`src/rtl/ram_dma_pkg.sv`:
```
// Shared types and helpers for the RAM DMA engines.
// Holds the word-offset helper, the read-engine state enum and the descriptor layout.
package ram_dma_pkg;

    // Number of byte-offset bits inside one data word.
    function automatic int lsb_of(input int axi_width);
        return $clog2(axi_width) - 3;
    endfunction

    typedef enum logic [1:0] {
        ST_IDLE  = 2'd0,
        ST_RUN   = 2'd1,
        ST_DRAIN = 2'd2
    } mm2s_state_e;

    typedef struct packed {
        logic [31:0] addr;
        logic [31:0] len;
    } mm2s_desc_t;

endpackage

```
`src/rtl/axis_skid2.sv`:
```
// Two-entry FIFO for the stream output; head entry is held stable until popped.
// The writer is trusted never to push while full.
module axis_skid2 #(
    parameter int W = 8
) (
    input  logic         clk,
    input  logic         rst,
    input  logic         wr_en,
    input  logic [W-1:0] wr_data,
    input  logic         rd_ready,
    output logic         rd_valid,
    output logic [W-1:0] rd_data,
    output logic [1:0]   occ
);

    logic [W-1:0] mem [2];
    logic         wr_ptr;
    logic         rd_ptr;
    logic [1:0]   count;
    logic         rd_fire;

    assign rd_valid = (count != 2'd0);
    assign rd_fire  = rd_valid & rd_ready;
    assign rd_data  = rd_valid ? mem[rd_ptr] : '0;
    assign occ      = count;

    always_ff @(posedge clk) begin
        if (wr_en) begin
            mem[wr_ptr] <= wr_data;
        end
    end

    always_ff @(posedge clk) begin
        if (rst) begin
            wr_ptr <= 1'b0;
            rd_ptr <= 1'b0;
            count  <= 2'd0;
        end else begin
            if (wr_en) begin
                wr_ptr <= ~wr_ptr;
            end
            if (rd_fire) begin
                rd_ptr <= ~rd_ptr;
            end
            count <= count + {1'b0, wr_en} - {1'b0, rd_fire};
        end
    end

endmodule

```
`src/rtl/mm2s_ram_reader.sv`:
```
// Descriptor-driven RAM read engine producing an AXI-Stream with tkeep/tlast.
// Reads are throttled so that buffered plus in-flight words never exceed two.
module mm2s_ram_reader
    import ram_dma_pkg::*;
#(
    parameter int AXI_WIDTH      = 128,
    parameter int AXI_ADDR_WIDTH = 32,
    parameter int LEN_WIDTH      = 32
) (
    input  logic                                           clk,
    input  logic                                           rst,
    input  logic                                           cmd_valid,
    output logic                                           cmd_ready,
    input  logic [AXI_ADDR_WIDTH-1:0]                      cmd_addr,
    input  logic [LEN_WIDTH-1:0]                           cmd_len,
    output logic                                           ren,
    output logic [AXI_ADDR_WIDTH-lsb_of(AXI_WIDTH)-1:0]    addr,
    input  logic [AXI_WIDTH-1:0]                           data,
    output logic                                           m_axis_tvalid,
    input  logic                                           m_axis_tready,
    output logic [AXI_WIDTH-1:0]                           m_axis_tdata,
    output logic [AXI_WIDTH/8-1:0]                         m_axis_tkeep,
    output logic                                           m_axis_tlast,
    output logic                                           busy,
    output logic                                           done
);

    localparam int LSB   = lsb_of(AXI_WIDTH);
    localparam int BYTES = AXI_WIDTH / 8;
    localparam int WA    = AXI_ADDR_WIDTH - LSB;
    localparam int CW    = LEN_WIDTH - LSB + 1;
    localparam int PW    = AXI_WIDTH + BYTES + 1;

    mm2s_state_e      state, state_nx;
    logic [WA-1:0]    addr_q;
    logic [CW-1:0]    issue_left;
    logic [BYTES-1:0] last_keep;
    logic             inflight, inflight_last, zero_done;
    logic             accept, pop, can_issue, drain_done;
    logic [1:0]       occ;
    logic             fifo_valid;
    logic [LEN_WIDTH:0] len_round;
    logic [CW-1:0]    nbeats;
    logic [LSB-1:0]   rem;
    logic [BYTES-1:0] rem_keep;
    logic [PW-1:0]    wr_payload, rd_payload;

    assign accept    = cmd_valid & cmd_ready;
    assign pop       = m_axis_tvalid & m_axis_tready;
    assign can_issue = ({1'b0, occ} + {2'b0, inflight}) < (3'd2 + {2'b0, pop});

    // Widened by one bit so a near-maximal length cannot overflow the round-up.
    assign len_round = {1'b0, cmd_len} + (LEN_WIDTH+1)'(BYTES - 1);
    assign nbeats    = CW'(len_round >> LSB);
    assign rem       = cmd_len[LSB-1:0];
    assign rem_keep  = (rem == '0) ? '1 : ~({BYTES{1'b1}} << rem);

    always_ff @(posedge clk) begin
        if (rst) begin
            state <= ST_IDLE;
        end else begin
            state <= state_nx;
        end
    end

    always_comb begin
        state_nx = state;
        unique case (state)
            ST_IDLE:  if (accept && cmd_len != '0) state_nx = ST_RUN;
            ST_RUN:   if (ren && issue_left == CW'(1)) state_nx = ST_DRAIN;
            ST_DRAIN: if (drain_done) state_nx = ST_IDLE;
            default:  state_nx = ST_IDLE;
        endcase
    end

    always_comb begin
        cmd_ready  = 1'b0;
        ren        = 1'b0;
        busy       = 1'b0;
        drain_done = 1'b0;
        if (!rst) begin
            unique case (state)
                ST_IDLE:  cmd_ready = ~zero_done;
                ST_RUN: begin
                    busy = 1'b1;
                    ren  = can_issue;
                end
                ST_DRAIN: begin
                    drain_done = (occ == 2'd0) && !inflight;
                    busy       = ~drain_done;
                end
                default: ;
            endcase
        end
    end

    assign done = drain_done | (zero_done & ~rst);
    assign addr = addr_q;

    always_ff @(posedge clk) begin
        if (rst) begin
            addr_q        <= '0;
            issue_left    <= '0;
            last_keep     <= '0;
            inflight      <= 1'b0;
            inflight_last <= 1'b0;
            zero_done     <= 1'b0;
        end else begin
            inflight      <= ren;
            inflight_last <= ren && (issue_left == CW'(1));
            zero_done     <= accept && (cmd_len == '0);
            if (accept) begin
                addr_q     <= WA'(cmd_addr >> LSB);
                issue_left <= nbeats;
                last_keep  <= rem_keep;
            end else if (ren) begin
                addr_q     <= addr_q + WA'(1);
                issue_left <= issue_left - CW'(1);
            end
        end
    end

    // The returning word is tagged with tlast/tkeep from the read that fetched it.
    assign wr_payload = {inflight_last, (inflight_last ? last_keep : {BYTES{1'b1}}), data};

    axis_skid2 #(.W(PW)) u_buf (
        .clk      (clk),
        .rst      (rst),
        .wr_en    (inflight),
        .wr_data  (wr_payload),
        .rd_ready (m_axis_tready),
        .rd_valid (fifo_valid),
        .rd_data  (rd_payload),
        .occ      (occ)
    );

    assign m_axis_tvalid = fifo_valid & ~rst;
    assign m_axis_tdata  = rd_payload[AXI_WIDTH-1:0];
    assign m_axis_tkeep  = rst ? '0 : rd_payload[AXI_WIDTH +: BYTES];
    assign m_axis_tlast  = rd_payload[PW-1] & ~rst;

endmodule

```
`config.mk`:
```
export PLATFORM = sky130hd
export DESIGN_NAME = mm2s_ram_reader
export DESIGN_NICKNAME = d
export VERILOG_FILES = /design/src/rtl/ram_dma_pkg.sv /design/src/rtl/axis_skid2.sv /design/src/rtl/mm2s_ram_reader.sv
export SDC_FILE = /design/constraint.sdc
export NUM_CORES = 1
export LEC_CHECK = 0
export ABC_CLOCK_PERIOD_IN_PS = 10800
export CORE_ASPECT_RATIO = 1.25
export CORE_MARGIN = 10
export CORE_UTILIZATION = 54
export CTS_BUF_LIST = sky130_fd_sc_hd__clkbuf_16
export CTS_CLUSTER_SIZE = 25
export DETAILED_ROUTE_END_ITERATION = 16
export PLACE_DENSITY_LB_ADDON = 0.3
export SLEW_MARGIN = 20
export SYNTH_ARGS = -nofsm -noshare
export SYNTH_HDL_FRONTEND = slang
export SYNTH_HIERARCHICAL = 1
export SYNTH_SLANG_ARGS = --single-unit
export TNS_END_PERCENT = 5
```
`constraint.sdc`:
```
create_clock -name clk -period 10.8 [get_ports clk]
set_input_delay 3.24 -clock clk [delete_from_list [all_inputs] [get_ports clk]]
set_output_delay 3.24 -clock clk [all_outputs]
set_load 0.01 [all_outputs]
```
# Yosys cells after proc, flatten, opt, wreduce, memory -nomap -nowiden
# Memories as Yosys holds them, arrays and structs flattened. A register that Yosys moved wholly into a read port is not among the register bits.
# Cells that the tools add are included.
[totals]
register_bits = 82
mem_bits_rw = 290
out_inout_bits = 178
memories = 1
[classes]
n_addsub = 7
magnitude_cmp = 1
n_eq_ne = 6
shifts = 1
n_mux = 24
bitwise = 13
n_reduce_logical = 13
[mem_list]
columns = ["memory", "words", "word_bits", "rd", "rd_ports_with_merged_regs", "wr", "line", "rtl"]
rows = [
  ["u_buf.mem", 2, 145, 1, 1, 1, "axis_skid2.sv:16", "logic [W-1:0] mem [2];"],
]
[op_table]
columns = ["op", "count"]
rows = [
  ["2-to-1 mux 145 bit", 1],
  ["2-to-1 mux 29 bit", 2],
  ["2-to-1 mux 28 bit", 2],
  ["2-to-1 mux 16 bit", 3],
  ["adder 32 x 4 -> 33 bit (second input constant)", 1],
  ["zero test 32 bit", 1],
  ["nonzero test 32 bit", 1],
  ["== test 29 x 1 -> 1 bit (second input constant)", 1],
  ["subtractor 29 x 1 -> 29 bit (second input constant)", 1],
  ["adder 28 x 1 -> 28 bit (second input constant)", 1],
  ["NOT 16 bit", 1],
  ["left shift 16 x 4 -> 16 bit (first input constant)", 1],
  ["2-to-1 mux 1 bit", 11],
  ["bitwise AND 1 bit", 6],
  ["2-to-1 mux 2 bit", 3],
  ["!= test 2 bit (second input constant)", 3],
  ["one-hot mux 2 bit (3 select lines)", 1],
  ["NOT 1 bit", 5],
  ["logical AND 1 bit", 4],
  ["zero test 2 bit", 2],
  ["zero test 4 bit", 1],
  ["nonzero test 2 bit", 2],
  ["adder 2 x 1 -> 3 bit", 1],
  ["adder 2 x 1 -> 3 bit (first input constant)", 1],
  ["9 further kinds", 9],
]

# Longest topological paths before layout
# Gate-level depths: netlist (run 1).
[logic_depth]
depth_word = 10
mapped_depth = 11

# Modules after synthesis
# The synthesis (run 1) kept the hierarchy.
[by_module_without_submodules]
columns = ["mod", "n_inst", "cells_each", "area_each_um2", "seq_area_each_um2"]
rows = [
  ["axis_skid2", 1, 635, 11160.7, 8808.4],
  ["mm2s_ram_reader", 1, 632, 5016.1, 1561.5],
]

# Worst setup path after synthesis (run 1)
# No wires, ideal clock.
[synth_timing]
path_type = "input port to output port"
startpoint = "input port rst"
endpoint = "output port ren"
arrival_ns = 4.260
slack_ns = 3.300
path_stages = 4
path_buffers = 1
path_cell_list = "nor3b_1 > o21ai_2 > inv_1 > buf_2"
[synth_between]
elab_chain_cells = 7
[synth_lines]
columns = ["item", "line", "rtl"]
rows = [
  ["from (decl)", "mm2s_ram_reader.sv:11", "input logic rst,"],
  ["NOT 1 bit", "mm2s_ram_reader.sv:137", "assign m_axis_tvalid = fifo_valid & ~rst;"],
  ["bitwise AND 1 bit", "mm2s_ram_reader.sv:137", ""],
  ["bitwise AND 1 bit", "mm2s_ram_reader.sv:49", "assign pop = m_axis_tvalid & m_axis_tready;"],
  ["adder 2 x 1 -> 3 bit", "mm2s_ram_reader.sv:50", "assign can_issue = ({1'b0, occ} + {2'b0, inflight}) < (3'd2 + {2'b0, pop});"],
  ["< comparator 3 bit", "mm2s_ram_reader.sv:50", ""],
  ["2-to-1 mux 1 bit", "mm2s_ram_reader.sv:82", "unique case (state)"],
  ["2-to-1 mux 1 bit (*)", "mm2s_ram_reader.sv:81", "if (!rst) begin"],
  ["to (decl)", "mm2s_ram_reader.sv:16", "output logic ren,"],
]
# Mark *: on every way between the ends. The rest lies on a longest branch, timed or not.

# Worst setup path in the final report (run 1)
# Same ends and word-level chain as after synthesis.

==> reports/metrics.csv, run 1 <==
metric,value,unit
outcome,"finished, final reports clean",
Sw Ratio,31.6,%
drt wl/cell,20.4,um
detailed placement HPWL,29000,um
Post-synth EDFFs,290,
max-slew violation count,0,
WP data required,7.56,ns
Slowest cell on crit path,clkdlybuf4s50_1,
XOR/XNOR Fraction of Synth Area,3.93,%
Clock power frac,25.8,%
Cells after Synth,1267,
fin nets,1824,
WL final,41700,um
R2R Path Start,inflight,
GRT overflow,0,
layout cell share with drive strength beyond 1,5.60,%
CTS H-tree lvls,2,
Fin Clk Skew,0.0145,ns
Die Wd,175,um
Worst setup SP type,input port,
die height,214,um
FILL cells,2056,
Combinational Power Share,36.2,%
GP Congestion,0.876,
Worst path max stage delay,0.68,ns
CTS tree,yes,
worst slew pin tran,1.08,ns
hold slack,0.475,ns
Post-synth ARST share,0,%
Multi-input gate area,5340,sq um
Syn Area/Cell,12.8,sq um
Initial Utilization,55.0,%
core area,29400,sq um
largest family of logic cells by synthesized area,simple AND/OR/NAND/NOR gates,
I/O Pins,374,
MaxCap Viol Count,0,
via count,11300,
largest cells by area after synthesis,"edfxtp_1, dfxtp_1, mux2i_1, nor2_1, xnor2_1",
start point of the critical path,rst,
Clock Sinks,373,
Worst-path clk slew,0.06,ns
Post-CTS Resized,0,
final setup vio count,0,
critical-path maximum fanout,23,
cell-internal power,3.27,mW
R2R Path End,issue_left[20],
hold bufs inserted after CTS,0,
vias per cell,5.51,
Mapped Area,16200,sq um
"flops & latches, synth",373,
R2R cell count,8,
DR DRC count,0,
clk root buf,clkbuf_16,
maximum root-to-sink buffer count,3,
R2R Setup Slk,7.42,ns
total CTS buffers,36,
unrepaired setup endpoints after global routing,no,
Post-Place Worst Slack,1.95,ns
most common flop cell mapped by yosys,edfxtp_1,
number of DRC markers in iteration 0,859,
Final Core Density,72.2,%
period utilization,82.0,%
Hold Path Class,flip-flop to flip-flop,
arrival time worst endpoint,5.61,ns
Worst setup EP type,primary output,
compound-cell area share of the yosys netlist,4.42,%
row count,70,
Reg power frac,38.0,%
First-pass DRT Iterations,5,
"Clk Latency, worst-skew pair",0.52,ns
top cell type by total area after synthesis,edfxtp_1,
largest net degree at the start of global routing,85,
setup TNS,0,ns
post-synthesis sequential area ratio,64.1,%
Synth Area in Adders,0.928,%
post-CTS setup buffer count,0,
Final Cell Area,21200,sq um
Die Area,37300,sq um
count of input and output buffers,369,
post-route worst setup slack,1.95,ns
critical-path cell list,buf_2 > nor3b_1 > o21ai_2 > inv_1 > clkdlybuf4s50_1,
Reg area,10400,sq um
P_sw,1.51,mW
Pwr per Cell Area,225,nW/um^2
Setup CP Type,input port to primary output,
Worst VDD drop,0.138,mV
overall global routing resource usage,21.5,%
Leakage,6.84,nW
Fmax,113,MHz
Final Hold Viols,0,
antenna violations before repair,5,
top cell type's share of synthesized area,53.8,%
vias in the first global route,11400,
Synthesis Warnings,6,
multiplexer share of the synthesized area,9.43,%
dpl cell area,20100,sq um
slew margin rel.,28.0,%
area growth from synthesis to layout,31.3,%
first-pass GRT wire length,63500,um
Antenna Nets Post-Route,0,
Simple-Gate Fraction of Synth Area,14.2,%
Yosys cell types,62,
"Min Clock Period, post-route",8.85,ns
syn nets,1475,
worst setup path end,ren,
## layout make-up
class	count	share of cell area (%)
inverter	20	0.353
multi-input combinational	803	25.1
clock inverter	27	1.14
tap	396	2.33
clock buffer	37	4.36
antenna	3	0.0353
timing repair buffer	382	17.8
sequential	373	48.8
## stage by stage
| stage | power (mW) | std cells |
|---|---|---|
| CTS | 4.83 | 2038 |
| global route | 5.01 | 2041 |
| detailed placement | 3.59 | 1974 |
| finish | 4.79 | 2041 |
| global placement | 3.56 | 1974 |
| floorplan | 2.77 | 1267 |
## how the worst min path moves through the flow
stage,to,slack (ns),cells past startpoint,from
global placement,last_keep[0],0.44,2,last_keep[0]
CTS,last_keep[12],0.46,2,last_keep[12]
floorplan,last_keep[12],0.43,2,last_keep[12]
finish,last_keep[12],0.47,2,last_keep[12]
global route,last_keep[12],0.49,2,last_keep[12]
detailed placement,last_keep[12],0.45,2,last_keep[12]
## registers in the layout, summed over array words and instances (netlist names), named ones only
signal         cells
inflight           1
issue_left        29
addr              28
u_buf/rd_ptr       1
u_buf/occ          2
last_keep         16
inflight_last      1
zero_done          1
u_buf/wr_ptr       1
u_buf/mem        290
state              2
## cells in the final DEF (no fill, tap or decap), drive strengths merged, types with 7 or more instances in the layout
master         count
and4               7
mux2i            149
nand2b            22
and3               7
nand2             49
dfxtp             83
nand3             26
nand4             16
clkdlybuf4s50    368
a21oi              7
a211oi            37
a311oi             7
nor4              36
inv               24
xor2              19
buf               14
clkbuf            37
xnor2             51
edfxtp           290
ha                12
o21ai             11
nor3              36
nor2             213
o22ai             12
clkinv            15
nor2b             21
## layer usage
| layer | part of all wire (%) | GRT usage [%] | up-vias |
|---|---|---|---|
| met5 | 0.070 | 0 | - |
| li1 | - | - | 5365 |
| met1 | 39 | 25.5 | 5406 |
| met2 | 51 | 37.3 | 397 |
| met4 | 3.2 | 7.61 | 4 |
| met3 | 7.2 | 5.47 | 83 |
## power by group through the flow
stage	clock network, mW	registers, mW	logic (mW)
after floorplan	0	1.83	0.942
after global placement	0	1.84	1.72
after detailed placement	0	1.85	1.74
after CTS	1.26	1.82	1.75
after global routing	1.31	1.84	1.86
final	1.24	1.82	1.73
## worst max-delay path, delay by kind of cell
family          cells  cell delay, ns
buf+inv             3            1.48
simple gates        1            0.57
compound gates      1            0.31
## Yosys cell counts (7+ instances only)
| library cell | number |
|---|---|
| edfxtp_1 | 290 |
| and3_1 | 7 |
| buf_4 | 11 |
| xnor2_1 | 51 |
| nand4_1 | 16 |
| nor2_1 | 213 |
| nand2_1 | 49 |
| nand3_1 | 26 |
| nor2b_1 | 21 |
| o22ai_1 | 12 |
| nand2b_1 | 22 |
| buf_2 | 13 |
| nor3_1 | 36 |
| a211oi_1 | 37 |
| nor4_1 | 35 |
| dfxtp_1 | 83 |
| o21ai_0 | 10 |
| mux2i_1 | 149 |
| a21oi_1 | 7 |
| a311oi_1 | 7 |
| xor2_1 | 19 |
| ha_1 | 12 |
| inv_1 | 20 |
| clkbuf_1 | 37 |
| and4_1 | 7 |
## cell families (layout without fill, tap and decap cells)
| logic type | Yosys count | count (layout) |
|---|---|---|
| AOI/OAI and AO/OA | 98 | 98 |
| xor gates and xnor gates | 71 | 71 |
| adders and majority gates | 12 | 12 |
| buffers and inverters | 91 | 466 |
| DFF | 373 | 373 |
| muxes | 152 | 152 |
| other | 0 | 3 |
| and+or+nand+nor | 470 | 470 |
Power figures use the tool's default switching activity.
==> inputs of run 2 (changes only) <==
--- a/config.mk
+++ b/config.mk
@@ -5,10 +5,10 @@
 export SDC_FILE = /design/constraint.sdc
 export NUM_CORES = 1
 export LEC_CHECK = 0
-export ABC_CLOCK_PERIOD_IN_PS = 10800
+export ABC_CLOCK_PERIOD_IN_PS = 8900
 export CORE_ASPECT_RATIO = 1.25
 export CORE_MARGIN = 10
-export CORE_UTILIZATION = 54
+export CORE_UTILIZATION = 50
 export CTS_BUF_LIST = sky130_fd_sc_hd__clkbuf_16
 export CTS_CLUSTER_SIZE = 25
 export DETAILED_ROUTE_END_ITERATION = 16
==> constraint.sdc (replaced) <==
create_clock -name clk -period 8.9 [get_ports clk]
set_input_delay 2.67 -clock clk [delete_from_list [all_inputs] [get_ports clk]]
set_output_delay 2.67 -clock clk [all_outputs]
set_load 0.01 [all_outputs]
==> run 2 against run 1 <==
Compared with the run above:
- wire length increased by 1.7%
- non-clock buffer count rose by 3
- register-to-register slack worse by 1.6 ns
- die area is 7.2% higher
- critical path depth increased by 1
- sequential share of layout area decreased by 0.083 points
- setup slack lost 0.17 ns
- largest cell class unchanged
==> reports/metrics.csv, run 2 (synthesis results as in run 1) <==
metric,value,unit,change
number of DRC markers in iteration 0,823,,-4.2%
Die Area,40000,sq um,+7.2%
area growth from synthesis to layout,31.6,%,
GP Congestion,0.880,,+0.50%
WHS Endpoint,last_keep[12],,
layout cell share with drive strength beyond 1,5.29,%,-0.31 points
MaxCap Viol Count,0,,unchanged
Die Wd,181,um,+3.5%
max-slew violation count,0,,unchanged
"commonest non-fill, non-tap cell in the layout",clkdlybuf4s50_1,,
CTS H-tree lvls,2,,unchanged
vias per cell,5.49,,-0.43%
Post-Place Worst Slack,1.80,ns,-0.151 ns
maximum root-to-sink buffer count,3,,unchanged
row count,73,,+4.3%
die height,221,um,+3.6%
count of input and output buffers,369,,unchanged
Worst-path clk slew,0.06,ns,about the same
"Clk Latency, worst-skew pair",0.52,ns,about the same
Fin Clk Skew,0.0173,ns,+0.00285 ns
outcome,"finished, final reports clean",,
R2R cell count,10,,+2
"non-filler cells, final",2059,,+0.88%
largest net degree at the start of global routing,89,,+4.7%
R2R Path End,issue_left[20],,
worst slew pin tran,1.05,ns,-0.0284 ns
Worst VDD drop,0.197,mV,+42%
fin nets,1828,,+0.22%
R2R Setup Slk,5.86,ns,-1.56 ns
WL final,42400,um,+1.7%
First-pass DRT Iterations,5,,unchanged
Worst setup SP type,input port,,
arrival time worst endpoint,4.45,ns,-1.16 ns
Worst setup EP type,primary output,,
Clock Sinks,373,,unchanged
total CTS buffers,37,,+2.8%
Setup CP Type,input port to primary output,,
overall global routing resource usage,20.2,%,-1.3 points
detailed placement HPWL,30000,um,+3.2%
Top reg by flops,u_buf/mem,,
via count,11300,,+0.45%
placed insts,1993,,+0.96%
Pwr per Cell Area,272,nW/um^2,+21%
Hold Startpoint,last_keep[12],,
R2R Path Start,inflight,,
final setup vio count,0,,unchanged
total power,5.80,mW,+21%
GRT overflow,0,,unchanged
drt wl/cell,20.6,um,+0.84%
Final Hold Viols,0,,unchanged
Antenna Nets Post-Route,0,,unchanged
Post-CTS Resized,0,,unchanged
antenna violations before repair,4,,-1
Hold Path Class,flip-flop to flip-flop,,
Final Cell Area,21300,sq um,+0.17%
I/O Pins,374,,unchanged
post-CTS setup buffer count,0,,unchanged
unrepaired setup endpoints after global routing,no,,
Fmax,140,MHz,
"Min Clock Period, post-route",7.12,ns,
critical-path maximum fanout,10,,-57%
period utilization,80.0,%,
clk root buf,clkbuf_16,,
WP data required,6.23,ns,-1.33 ns
DR DRC count,0,,unchanged
CTS tree,yes,,
core area,31900,sq um,+8.3%
post-route worst setup slack,1.78,ns,-0.167 ns
vias in the first global route,11500,,+0.74%
Initial Utilization,50.7,%,-4.2 points
slew margin rel.,29.9,%,+1.9 points
setup TNS,0,ns,unchanged
hold bufs inserted after CTS,0,,unchanged
dpl cell area,20100,sq um,+0.27%
Leakage,6.87,nW,+0.43%
Hold Path Depth,2,,unchanged
first-pass GRT wire length,64800,um,+2.1%
max FFs per register,290,,unchanged
"commonest non-fill, non-tap cells in the layout","clkdlybuf4s50_1, edfxtp_1, nor2_1, mux2i_1, dfxtp_1",,
-- run 2: cell types whose count changed in the layout (fill, tap and decap cells not counted) --
cell / change
clkinv_4: +1
clkinv_1: +4
clkinvlp_4: -4
buf_12: +1
clkinv_2: -5
buf_4: +2
inv_1: +4
diode_2: -1
-- run 2: through the flow --
step | util, % | hold WS (ns)
3_5_place_dp | 63.1 | 0.451
5_1_grt | 66.8 | 0.485
3_3_place_gp | 63.1 | 0.437
2_1_floorplan | - | 0.427
4_1_cts | 66.7 | 0.459
6_report | 66.8 | 0.455
-- run 2: how the worst max path moves through the flow --
stage                   from               to  slack, ns  depth (start not counted)
2_1_floorplan       inflight  u_buf/mem[0][0]       1.77                          2
3_3_place_gp   m_axis_tready              ren       1.83                          6
3_5_place_dp   m_axis_tready              ren       1.80                          6
4_1_cts        m_axis_tready              ren       1.78                          6
5_1_grt        m_axis_tready              ren       1.71                          6
6_report       m_axis_tready              ren       1.78                          6
-- run 2: routing by layer --
metal / track usage, % / routed length, um
met3: 5.31 / 3130
met2: 35.8 / 21800
met5: 0 / 26
met4: 5.91 / 908
met1: 23.5 / 16600
-- run 2: layout make-up --
class,count,area (sq um)
Antenna cell,2,5.00
Clock buffer,37,926
Clock inverter,27,225
Fill cell,2392,10600
Inverter,20,75.1
Multi-Input combinational cell,803,5340
Sequential cell,373,10400
Tap cell,412,515
Timing Repair Buffer,385,3820
-- run 2: critical path, cell delays in order --
cell and delay (ns):
clkdlybuf4s50_1 0.52, and4bb_1 0.32, o21ai_2 0.07, buf_4 0.20, inv_1 0.08, clkdlybuf4s50_1 0.57
-- run 2: report_power, final --
part / switching (mW) / internal [mW]
Clock: 0.618 / 0.871
Combinational: 1.06 / 1.03
Sequential: 0.148 / 2.07
==> inputs of run 3 (changes only) <==
--- a/config.mk
+++ b/config.mk
@@ -5,10 +5,10 @@
 export SDC_FILE = /design/constraint.sdc
 export NUM_CORES = 1
 export LEC_CHECK = 0
-export ABC_CLOCK_PERIOD_IN_PS = 8900
+export ABC_CLOCK_PERIOD_IN_PS = 6100
 export CORE_ASPECT_RATIO = 1.25
 export CORE_MARGIN = 10
-export CORE_UTILIZATION = 50
+export CORE_UTILIZATION = 46
 export CTS_BUF_LIST = sky130_fd_sc_hd__clkbuf_16
 export CTS_CLUSTER_SIZE = 25
 export DETAILED_ROUTE_END_ITERATION = 16
==> constraint.sdc (replaced) <==
create_clock -name clk -period 6.1 [get_ports clk]
set_input_delay 1.83 -clock clk [delete_from_list [all_inputs] [get_ports clk]]
set_output_delay 1.83 -clock clk [all_outputs]
set_load 0.01 [all_outputs]
==> run 3 against run 2 <==
Compared with the run above:
- clock power rose by 50%
- largest cell class unchanged
- flip-flop and latch count did not move
- die area rose by 7.8%
- combinational power rose by 48%
- total power rose by 48%
- cell count rose by 3.1%
- sequential power rose by 46%
- register-to-register slack got worse by 2.7 ns
- global-route usage fell by 1.3 points
- wire length fell by 0.16%
==> reports/metrics.csv, run 3 (synthesis results as in run 1) <==
metric,value,unit,change
First-pass DRT Iterations,5,,unchanged
Antenna Nets Post-Route,0,,unchanged
via count,11200,,-0.93%
Pwr per Cell Area,399,nW/um^2,+47%
I/O Pins,374,,unchanged
MaxCap Viol Count,0,,unchanged
Fin Clk Skew,0.0195,ns,+0.00214 ns
fin nets,1833,,+0.27%
vias in the first global route,11200,,-2.0%
unrepaired setup endpoints after global routing,no,,
largest net degree at the start of global routing,67,,-25%
row count,76,,+4.1%
detailed placement HPWL,30100,um,+0.40%
DR DRC count,0,,unchanged
critical-path maximum fanout,5,,-5
"commonest non-fill, non-tap cell in the layout",clkdlybuf4s50_1,,
GP Congestion,0.865,,-1.8%
Sw Ratio,31.6,%,+0.12 points
outcome,"finished, final reports clean",,
clk root buf,clkbuf_16,,
Top reg by flops,u_buf/mem,,
period utilization,85.3,%,
FILL cells,2758,,+15%
CTS H-tree lvls,2,,unchanged
Setup CP Type,input port to primary output,,
"Min Clock Period, post-route",5.20,ns,
"Clk Latency, worst-skew pair",0.53,ns,about the same
max-slew violation count,0,,unchanged
die height,230,um,+3.9%
arrival time worst endpoint,3.37,ns,-1.08 ns
Fmax,192,MHz,
Combinational Power Share,36.2,%,+0.2 points
"commonest non-fill, non-tap cells in the layout","clkdlybuf4s50_1, edfxtp_1, nor2_1, mux2i_1, dfxtp_1",,
Reg power frac,37.7,%,-0.6 points
setup TNS,0,ns,unchanged
CTS tree,yes,,
final setup vio count,0,,unchanged
Die Wd,188,um,+3.8%
drt wl/cell,20.0,um,-3.2%
cell-internal power,5.87,mW,+48%
Die Area,43100,sq um,+7.8%
Hold Path Class,flip-flop to flip-flop,,
overall global routing resource usage,18.9,%,-1.3 points
count of input and output buffers,369,,unchanged
WL final,42400,um,-0.16%
first-pass GRT wire length,65100,um,+0.37%
total CTS buffers,37,,unchanged
post-CTS setup buffer count,0,,unchanged
GRT overflow,0,,unchanged
Clock Sinks,373,,unchanged
Worst setup SP type,input port,,
vias per cell,5.28,,-3.9%
hold slack,0.454,ns,-0.00124 ns
slew margin rel.,32.3,%,+2.4 points
Initial Utilization,46.7,%,-4.0 points
R2R cell count,8,,-2
Post-CTS Resized,0,,unchanged
Final Hold Viols,0,,unchanged
Hold Path Depth,2,,unchanged
total power,8.58,mW,+48%
antenna violations before repair,5,,+1
core area,34600,sq um,+8.6%
P_sw,2.71,mW,+48%
Worst setup EP type,primary output,,
WP data required,4.27,ns,-1.96 ns
Leakage,6.91,nW,+0.65%
Clock power frac,26.1,%,+0.4 points
Worst VDD drop,0.209,mV,+6.3%
max FFs per register,290,,unchanged
worst slew pin tran,1.02,ns,-0.0361 ns
layout cell share with drive strength beyond 1,5.99,%,+0.70 points
Worst-path clk slew,0.06,ns,about the same
area growth from synthesis to layout,32.8,%,
maximum root-to-sink buffer count,3,,unchanged
number of DRC markers in iteration 0,634,,-23%
hold bufs inserted after CTS,0,,unchanged
[run 3: changes by cell type in the layout (fill, tap and decap cells not counted)]
cell	change
o41ai_1	-1
clkinv_8	+1
buf_12	+3
buf_4	+2
clkbuf_16	+1
clkinv_1	+1
o41ai_2	+1
diode_2	+1
clkinvlp_4	+2
clkinv_2	+4
inv_1	-5
inv_6	-2
[run 3: power groups by stage]
stage	Clock (mW)	Sequential [mW]	Combinational (mW)
finish	2.24	3.24	3.10
global route	2.38	3.27	3.34
CTS	2.29	3.24	3.15
detailed placement	0	3.29	3.13
global placement	0	3.28	3.11
floorplan	0	3.22	1.67
[run 3: worst paths after layout]
| check | start | end | slack (ns) |
|---|---|---|---|
| max | m_axis_tready | ren | 0.90 |
| min | last_keep[12] | last_keep[12] | 0.45 |
| max reg2reg | u_buf/occ[1] | issue_left[19] | 3.21 |
| min reg2reg | last_keep[12] | last_keep[12] | 0.45 |
[run 3: through the flow]
step | utilization [%] | instances | worst slack (ns) | instance area, sq um
after floorplan | - | 1267 | 1.42 | 16200
after global placement | 58.6 | 2054 | 0.916 | 20300
after detailed placement | 58.6 | 2054 | 0.903 | 20300
after CTS | 62.0 | 2120 | 0.893 | 21500
after global routing | 62.0 | 2121 | 0.819 | 21500
final | 62.1 | 2123 | 0.897 | 21500
[run 3: critical path, stage by stage]
cell and delay, ns:
clkdlybuf4s50_1 0.49, and4bb_1 0.34, o21ai_2 0.08, inv_1 0.08
clkdlybuf4s50_1 0.55
[run 3: area by class of cell]
cell class,instances,area [sq um],area share (%)
flip-flops and latches,373,10400,48.3
multi-input cells,803,5350,24.9
repair buffers,390,3900,18.1
clock buffers,38,951,4.43
well taps,468,586,2.73
clock inverters,28,244,1.14
inverters,20,75.1,0.349
diodes,3,7.51,0.0349
[run 3: layer usage]
metal	up-vias	wire length, um	GRT usage [%]
met3	57	3430	5.35
met5	-	13	0
met2	378	21100	32.3
met1	5373	16900	22.7
li1	5391	-	-
met4	2	965	5.41
